**config.mk**
```make
export PLATFORM = sky130hd
export DESIGN_NAME = sincos_sweep_ctrl
export DESIGN_NICKNAME = d
export VERILOG_FILES = /design/src/rtl/sincos_sweep_ctrl.sv
export SDC_FILE = /design/constraint.sdc
export NUM_CORES = 1
export LEC_CHECK = 0
export CAP_MARGIN = 20
export CORE_MARGIN = 1
export CORE_UTILIZATION = 48
export DETAILED_ROUTE_END_ITERATION = 6
export PLACE_DENSITY = 0.76
export SYNTH_ARGS = -nofsm -noshare
export SYNTH_HDL_FRONTEND = slang
export SYNTH_SLANG_ARGS = --single-unit
export TNS_END_PERCENT = 20
```
**constraint.sdc**
```tcl
create_clock -name clk -period 2.5 [get_ports clk]
set_clock_uncertainty 0.15 [all_clocks]
set_input_delay 0.5 -clock clk [delete_from_list [all_inputs] [get_ports clk]]
set_output_delay 0.5 -clock clk [all_outputs]
set_load 0.02 [all_outputs]
```
**src/rtl/sincos_sweep_ctrl.sv**
```systemverilog
// Sweep sequencer for the pipelined sincos core: issues one angle per cycle,
// tags each issue through the core latency and returns indexed sin/cos samples.
module sincos_sweep_ctrl #(
    parameter int ANGLE_W = 10,
    parameter int OUT_W   = 5,
    parameter int LATENCY = 2,
    parameter int CNT_W   = 11
) (
    input  logic               clk,
    input  logic               areset,
    input  logic               start,
    input  logic               abort,
    input  logic               pause,
    input  logic [ANGLE_W-1:0] start_angle,
    input  logic [ANGLE_W-1:0] step,
    input  logic [CNT_W-1:0]   count,
    output logic               busy,
    output logic               done,
    output logic [ANGLE_W-1:0] angle_out,
    input  logic [OUT_W-1:0]   sin_in,
    input  logic [OUT_W-1:0]   cos_in,
    output logic               sample_valid,
    output logic [OUT_W-1:0]   sample_sin,
    output logic [OUT_W-1:0]   sample_cos,
    output logic [CNT_W-1:0]   sample_idx
);

    typedef enum logic [1:0] {IDLE, RUN, DRAIN} state_t;

    state_t             state_q;
    logic [ANGLE_W-1:0] angle_q, step_q, start_angle_q;
    logic [CNT_W-1:0]   count_q, issue_cnt_q;
    logic [LATENCY:0]   tag_v_q;
    logic [CNT_W-1:0]   tag_idx_q [LATENCY+1];
    logic               busy_q, done_q, sample_valid_q;
    logic [OUT_W-1:0]   sample_sin_q, sample_cos_q;
    logic [CNT_W-1:0]   sample_idx_q;

    logic               issue_d, last_issue_d, pipe_empty_d;
    logic [ANGLE_W-1:0] angle_d;

    // NOTE: every signal gets a default at the top of always_comb so no latch is inferred.
    always_comb begin
        issue_d      = 1'b0;
        angle_d      = angle_q;
        last_issue_d = 1'b0;
        pipe_empty_d = ~|tag_v_q;
        if (state_q == RUN && !pause && !abort) begin
            issue_d      = 1'b1;
            angle_d      = (issue_cnt_q == '0) ? start_angle_q : angle_q + step_q;
            last_issue_d = (issue_cnt_q == count_q - CNT_W'(1));
        end
    end

    // NOTE: all state uses non-blocking assignments; later assignments in this block
    // (abort handling) intentionally override the default shift/update above them.
    always_ff @(posedge clk) begin
        if (!areset) begin
            state_q        <= IDLE;
            angle_q        <= '0;
            step_q         <= '0;
            start_angle_q  <= '0;
            count_q        <= '0;
            issue_cnt_q    <= '0;
            tag_v_q        <= '0;
            // NOTE: the tag pipe is tiny and must not leak stale indices, so it is reset explicitly.
            for (int i = 0; i <= LATENCY; i++) tag_idx_q[i] <= '0;
            busy_q         <= 1'b0;
            done_q         <= 1'b0;
            sample_valid_q <= 1'b0;
            sample_sin_q   <= '0;
            sample_cos_q   <= '0;
            sample_idx_q   <= '0;
        end else begin
            done_q       <= 1'b0;
            tag_v_q      <= {tag_v_q[LATENCY-1:0], issue_d};
            tag_idx_q[0] <= issue_cnt_q;
            for (int i = 1; i <= LATENCY; i++) tag_idx_q[i] <= tag_idx_q[i-1];

            // The tag leaving the last stage lines up with the core result on sin_in/cos_in.
            sample_valid_q <= tag_v_q[LATENCY];
            if (tag_v_q[LATENCY]) begin
                sample_sin_q <= sin_in;
                sample_cos_q <= cos_in;
                sample_idx_q <= tag_idx_q[LATENCY];
            end

            if (issue_d) begin
                angle_q     <= angle_d;
                issue_cnt_q <= issue_cnt_q + CNT_W'(1);
            end

            case (state_q)
                IDLE: begin
                    if (start && !abort) begin
                        if (count != '0) begin
                            start_angle_q <= start_angle;
                            step_q        <= step;
                            count_q       <= count;
                            issue_cnt_q   <= '0;
                            state_q       <= RUN;
                            busy_q        <= 1'b1;
                        end else begin
                            done_q <= 1'b1;
                        end
                    end
                end
                RUN: begin
                    if (issue_d && last_issue_d) state_q <= DRAIN;
                end
                DRAIN: begin
                    if (!abort && pipe_empty_d) begin
                        done_q  <= 1'b1;
                        busy_q  <= 1'b0;
                        state_q <= IDLE;
                    end
                end
                default: state_q <= IDLE;
            endcase

            if (abort && state_q != IDLE) begin
                state_q        <= IDLE;
                busy_q         <= 1'b0;
                tag_v_q        <= '0;
                sample_valid_q <= 1'b0;
            end
        end
    end

    assign busy         = busy_q;
    assign done         = done_q;
    assign angle_out    = angle_q;
    assign sample_valid = sample_valid_q;
    assign sample_sin   = sample_sin_q;
    assign sample_cos   = sample_cos_q;
    assign sample_idx   = sample_idx_q;

endmodule

```
==> results of run 1 <==
## stage by stage
| step | std cells | total power, mW | area (um^2) |
|---|---|---|---|
| final | 777 | 4.56 | 6400 |
| after global routing | 777 | 4.73 | 6400 |
| after CTS | 776 | 4.60 | 6370 |
| after detailed placement | 744 | 2.26 | 5790 |
| after global placement | 744 | 2.26 | 5790 |
| after floorplan | 535 | 2.10 | 4710 |
## power breakdown
| part | internal, mW | total (mW) | switching [mW] |
|---|---|---|---|
| combinational | 0.183 | 0.361 | 0.178 |
| sequential | 1.85 | 1.88 | 0.0253 |
| clock | 1.37 | 2.32 | 0.952 |
## state kept, by name (all words and copies together) (netlist names), 3 cells and up
signal	cells
tag_idx_q	33
step_q	10
sample_cos	5
sample_sin	5
tag_v_q	3
count_q	11
angle_out	10
issue_cnt_q	11
sample_idx	11
start_angle_q	10
## cell type report
cell class                      count  share of cell area (%)
Tap cell                          129                    2.52
Timing Repair Buffer              109                    16.1
Multi-Input combinational cell    380                    35.9
Clock inverter                     15                    2.52
Inverter                           13                   0.762
Clock buffer                       17                    6.47
Sequential cell                   114                    35.7
## cells in the mapped netlist (3+ instances only)
cell type / number / area (um^2)
or4_1: 3 / 22.5
nand2_1: 88 / 330
and3_1: 8 / 50.1
nor4b_1: 3 / 26.3
clkbuf_1: 21 / 78.8
o21ai_0: 9 / 45.0
nor2b_1: 5 / 31.3
nand4_1: 8 / 50.1
inv_1: 12 / 45.0
o21ai_1: 3 / 15.0
and2_1: 31 / 194
a211oi_1: 4 / 30.0
xor2_1: 14 / 123
a21oi_1: 49 / 245
nor3_1: 7 / 35.0
nor2_1: 55 / 206
a31oi_1: 3 / 18.8
or3_1: 3 / 18.8
xnor2_1: 9 / 78.8
a311oi_1: 3 / 26.3
nor4_1: 5 / 31.3
dfxtp_1: 114 / 2280
buf_1: 6 / 22.5
nand3_1: 9 / 45.0
mux2i_1: 22 / 220
ha_1: 12 / 150
## worst paths after layout
check | cells after the start | slack [ns] | endpoint | start
max reg2reg | 7 | 0.06 | state_q[1] | count_q[1]
max | 7 | 0.06 | state_q[1] | count_q[1]
min reg2reg | 1 | 0.28 | tag_idx_q[1][3] | tag_idx_q[0][3]
min | 1 | 0.28 | tag_idx_q[1][3] | tag_idx_q[0][3]
## worst max-delay path: cells and delay by family, from the launching register on
family / cells / cell delay (ns)
AND/OR/NAND/NOR: 3 / 1.29
AO/OA/AOI/OAI: 2 / 0.39
flip-flops: 1 / 0.31
buffers and inverters: 1 / 0.09
adder cells (fa/ha/maj): 1 / 0.15
## per-layer routing
layer / vias to the layer above / share of wire [%]
met3: 8 / 5.7
met1: 1840 / 45
met4: 0 / 0.82
met2: 109 / 48
met5: - / 0
li1: 2021 / -
## layout by cell type, fill, tap and decap left out, types with 2 or more instances in the layout
| master | count |
|---|---|
| nor2b_1 | 4 |
| nor3_1 | 6 |
| and3_1 | 8 |
| dfxtp_1 | 114 |
| nand2b_1 | 2 |
| nor4_1 | 5 |
| a311oi_1 | 3 |
| buf_4 | 28 |
| clkinvlp_4 | 2 |
| a21oi_1 | 49 |
| inv_8 | 6 |
| a211oi_1 | 4 |
| inv_6 | 5 |
| nor3b_1 | 2 |
| a21o_1 | 2 |
| o21ai_0 | 9 |
| nor4b_1 | 2 |
| nor2_1 | 55 |
| a31oi_1 | 3 |
| nand4_1 | 8 |
| ha_1 | 11 |
| nand3_1 | 9 |
| or4_1 | 3 |
| xnor2_1 | 9 |
| and2_1 | 31 |
| o21ai_1 | 3 |
| nand3b_1 | 2 |
| clkbuf_16 | 16 |
| inv_1 | 12 |
| clkdlybuf4s50_1 | 79 |
| xor2_1 | 14 |
| mux2i_1 | 22 |
| or3_1 | 3 |
| nand2_1 | 88 |
## what timing repair did
item / CTS / global route
hold endpoints to repair: 0 / 0
setup endpoints to repair: 1 / 2
resized for setup: 1 / 3
pin swaps: 0 / 1
## cells by family (layout without fill, tap and decap cells)
family	Yosys count	after routing	share of synthesized area (%)
AOI/OAI and AO/OA	85	85	11.0
DFF	114	114	48.5
buffers and inverters	41	154	3.30
adders and majority gates	13	13	3.61
xor gates and xnor gates	24	24	4.86
and+or+nand+nor	235	235	23.9
muxes	23	23	4.92
==> run metrics, run 1 <==
Final min period 2.44 ns; cell breakdown of the critical path inv_1, ha_4, or4b_4, o31a_1, or4_1, or3_1, a21oi_1; Num CTS Buffers 17; global-route total usage across every layer 22.5%; final worst slack approximately 0.064 ns; Initial Util between 50 and 60%; # H-tree levels 4; initial antenna violation count 0; Worst Path Required 2.78 ns; hold_buf cts 0; Register Area 2280 um^2; Hold Path Class reg -> reg; Total Die Area 10200 um^2; Post-synth EDFFs 0; Fin. Hold Viols 0; slowest library cell on the worst path or4b_4; Slew HR roughly 64%; outcome finished clean; Largest stage delay, worst path 0.49 ns; worst hold slack 0.277 ns; Cell Rows 35; final design utilization 68.3%; largest net degree at the start of global routing 67; fin nets 694; Final Setup Violations 0; Async SR Flop Fraction 0%; Clock transition at path regs around 0.06 ns; Setup TNS Final 0 ns; Root Driver clkbuf_8; total gr overflow 0; Seq/Total Area, Yosys about 48%; CTS tree done; period utilization between 90% and 100%; CTS max path bufs 2; Cell Area, Synth around 4700 um^2; Crit. End Element register; final wirelength ~11000 um; Final Wtd Congestion a little under 0.9; Post-Syn Nets between 500 and 600; worst skew pair latency 0.50 ns; FF+latch count, synth 114; Post-Syn Instances roughly 540; Post-CTS Setup Inserts 0; CTS Sinks 114; Layout area overhead 36.0%; die height between 100 and 150 um; Post-synth top flop dfxtp_1; Setup CP Type reg -> reg; routing usage on met3 3.74%; WL/cell roughly 14 um; global-route wire length before repair about 18000 um; total vias in the final route 3978; grt met2 use 38.5%; core area 9370 um^2; Crit Path Max Fanout 5; post-synthesis cell type count 50; worst-margin pin slew roughly 0.53 ns; DR vias/cell 5.12; Ys Warns 0; ANT nets after route 0; Multi-input gate area 2300 um^2; Setup WS pre-CTS -0.426 ns; IR Drop Worst-Case VDD approximately 0.00051 V; Top Ports 80; drt pass-1 iters 4; I/O Buffers between 70 and 80; FILL cells 745; Initial DRC Count 234; Max-Cap Viols 0; Die Wd 101 um; final routed DRC violation total 0; GR Util met1 28.0%; Power Density 712 nW/um^2; CP Data Arrival Time 2.72 ns; unrepaired setup endpoints after global routing false; Mean Syn Cell Area 8.80 um^2; Max Clock Freq just over 400 MHz; Worst setup SP type register; number of global-route vias before repair 3898; Final Slew Violations 0; Most Crowded Layer GR met2; n_diodes 0; Leak about 2.5 nW; layout cell share with drive strength beyond 1 11.3%; detailed placement HPWL roughly 7300 um
No activity file was read; power rests on OpenSTA's default activity.
==> inputs of run 2 (changes only) <==
- CTS_CLUSTER_DIAMETER: unset -> 40
==> results of run 2 <==
Final layout, timing and power as in run 1 (identical DEF).
==> inputs of run 3 (changes only) <==
- ABC_AREA: unset -> 1
- CTS_CLUSTER_SIZE: unset -> 10
==> run metrics, run 3 <==
post-synthesis cell type count 36; total gr overflow 0; Cell Area, Synth 4910 um^2; CTS max path bufs 2; Final min period 2.28 ns; worst hold path endpoint tag_v_q[0]; worst r2r dst angle_out[6]; # resized after CTS 0; layout cell share with drive strength beyond 1 under 10%; Post-synth EDFFs 0; period utilization 91.0%; final wirelength ~12000 um; Crit. End Element register; Worst Reg-to-Reg Cells 10; FF-to-FF Start angle_out[0]; die height 103 um; Final Wtd Congestion between 0.8 and 0.9; Max-Cap Viols 0; hold-critical path depth 3; worst skew pair latency 0.51 ns; largest reg by FF count tag_idx_q; CTS Sinks roughly 110; area leader, netlist dfxtp_1; Worst Path Required 2.73 ns; Slew HR a little under three fifths; final worst slack 0.224 ns; Worst setup SP type register; Mean Syn Cell Area around 7.4 um^2; worst hold slack 0.154 ns; Post-CTS Setup Inserts 0; highest-count cells in the layout ignoring fill and taps 126 x nand2_1, 114 x dfxtp_1, 96 x inv_1, 78 x nor2_1, 78 x clkdlybuf4s50_1; n_diodes 0; Commonest cells post-synth 126 x nand2_1, 114 x dfxtp_1, 96 x inv_1; Top Ports 80; fin nets 805; total vias in the final route 4487; commonest non-fill, non-tap cell in the layout nand2_1; Post-Syn Instances around 670; drt pass-1 iters 5; Layout area overhead 31.0%; DR vias/cell 5.03; outcome finished clean; WL/cell 13.0 um; area share of the largest cell type after synthesis 46.5%; Max Clock Freq 439 MHz; Num CTS Buffers 17; Initial DRC Count 294; top cells by area, synth dfxtp_1 47%, nand2_1 9.6%, inv_1 7.3%; FILL cells 864; worst-margin pin slew between 0.6 and 0.7 ns; Final Setup Violations 0; Hold Path Class in -> reg; Setup CP Type reg -> reg; FF+latch count, synth 114; ANT nets after route 0; Root Driver clkbuf_8; Ys Warns 0; detailed placement HPWL 7960 um; IR Drop Worst-Case VDD about 0.00041 V; Seq/Total Area, Yosys 46.5%; hold_buf cts 0; global-route total usage across every layer a little under a quarter; unrepaired setup endpoints after global routing false; core area 9820 um^2; critical hold path startpoint areset; Async SR Flop Fraction 0%; I/O Buffers roughly 80; Initial Util 50.0%; Largest register FFs 33; Leak 2.95 nW; # H-tree levels 4; Setup TNS Final 0 ns; Post-Syn Nets 726; number of global-route vias before repair 4247; Final Slew Violations 0; Worst R2R Setup Slack 0.22 ns; Fin. Hold Viols 0; Die Wd around 100 um; Power Density 738 nW/um^2; CTS tree done; Crit Path Max Fanout 4; Total Die Area 10600 um^2; global-route wire length before repair 18900 um; most frequent cell after synthesis nand2_1; total power roughly 4.7 mW; final routed DRC violation total 0; Cell Rows 36; CP Data Arrival Time about 2.5 ns; initial antenna violation count 0; Setup WS pre-CTS 0.150 ns; Post-synth top flop dfxtp_1; largest net degree at the start of global routing 32; Clock transition at path regs approximately 0.06 ns
-- run 3: stage by stage --
| step | cells | area (um^2) | util [%] |
|---|---|---|---|
| finish | 892 | 6430 | 65.5 |
| global placement | 860 | 5810 | 59.2 |
| CTS | 892 | 6430 | 65.5 |
| detailed placement | 860 | 5810 | 59.2 |
| global route | 892 | 6430 | 65.5 |
| floorplan | 667 | 4910 | - |
-- run 3: area by class of cell --
class | instances | area, um^2 | share of cell area, %
clock buffer | 19 | 432 | 6.72
clock inverter | 13 | 184 | 2.86
inverter | 98 | 368 | 5.72
multi-input combinational | 425 | 2130 | 33.1
sequential | 114 | 2280 | 35.5
tap | 133 | 166 | 2.59
timing repair buffer | 90 | 868 | 13.5
-- run 3: cells by family (layout without fill, tap and decap cells) --
| logic type | after synthesis | in the layout | synth area share, % |
|---|---|---|---|
| buffers and inverters | 128 | 220 | 10.1 |
| AO/OA/AOI/OAI | 118 | 118 | 12.4 |
| AND/OR/NAND/NOR | 279 | 279 | 24.6 |
| adder cells (fa/ha/maj) | 13 | 13 | 3.47 |
| XOR/XNOR | 15 | 15 | 2.96 |
| flip-flops | 114 | 114 | 46.5 |
-- run 3: worst max path at each step --
stage                      start        endpoint  cells after the start
finish              angle_out[0]    angle_out[6]                     10
global route        angle_out[0]    angle_out[6]                     10
CTS                 angle_out[0]    angle_out[6]                     10
detailed placement         abort  issue_cnt_q[8]                     10
global placement           abort  issue_cnt_q[8]                     10
floorplan           angle_out[0]    angle_out[6]                     10
-- run 3: power breakdown --
part           internal, mW  switching [mW]
logic                 0.169           0.212
clock network          1.64           0.836
registers              1.86          0.0268
-- run 3: worst max-delay path, stage by stage (launching register included) --
cell and delay, ns:
dfxtp_1 0.36, ha_1 0.25, inv_1 0.09, fa_1 0.40, o21ai_0 0.17, nand2_1 0.08
nand2_1 0.10, a21oi_1 0.09, or2_2 0.29, nand3_1 0.07, a31oi_1 0.09
-- run 3: routing by layer --
layer / track usage, % / up-vias / wire length, um / share of wire [%]
met2: 38.4 / 160 / 5480 / 47
li1: - / 2272 / - / -
met4: 9.75 / 0 / 232 / 2.0
met3: 6.03 / 27 / 774 / 6.7
met1: 28.9 / 2028 / 5100 / 44
met5: 0 / - / 0 / 0
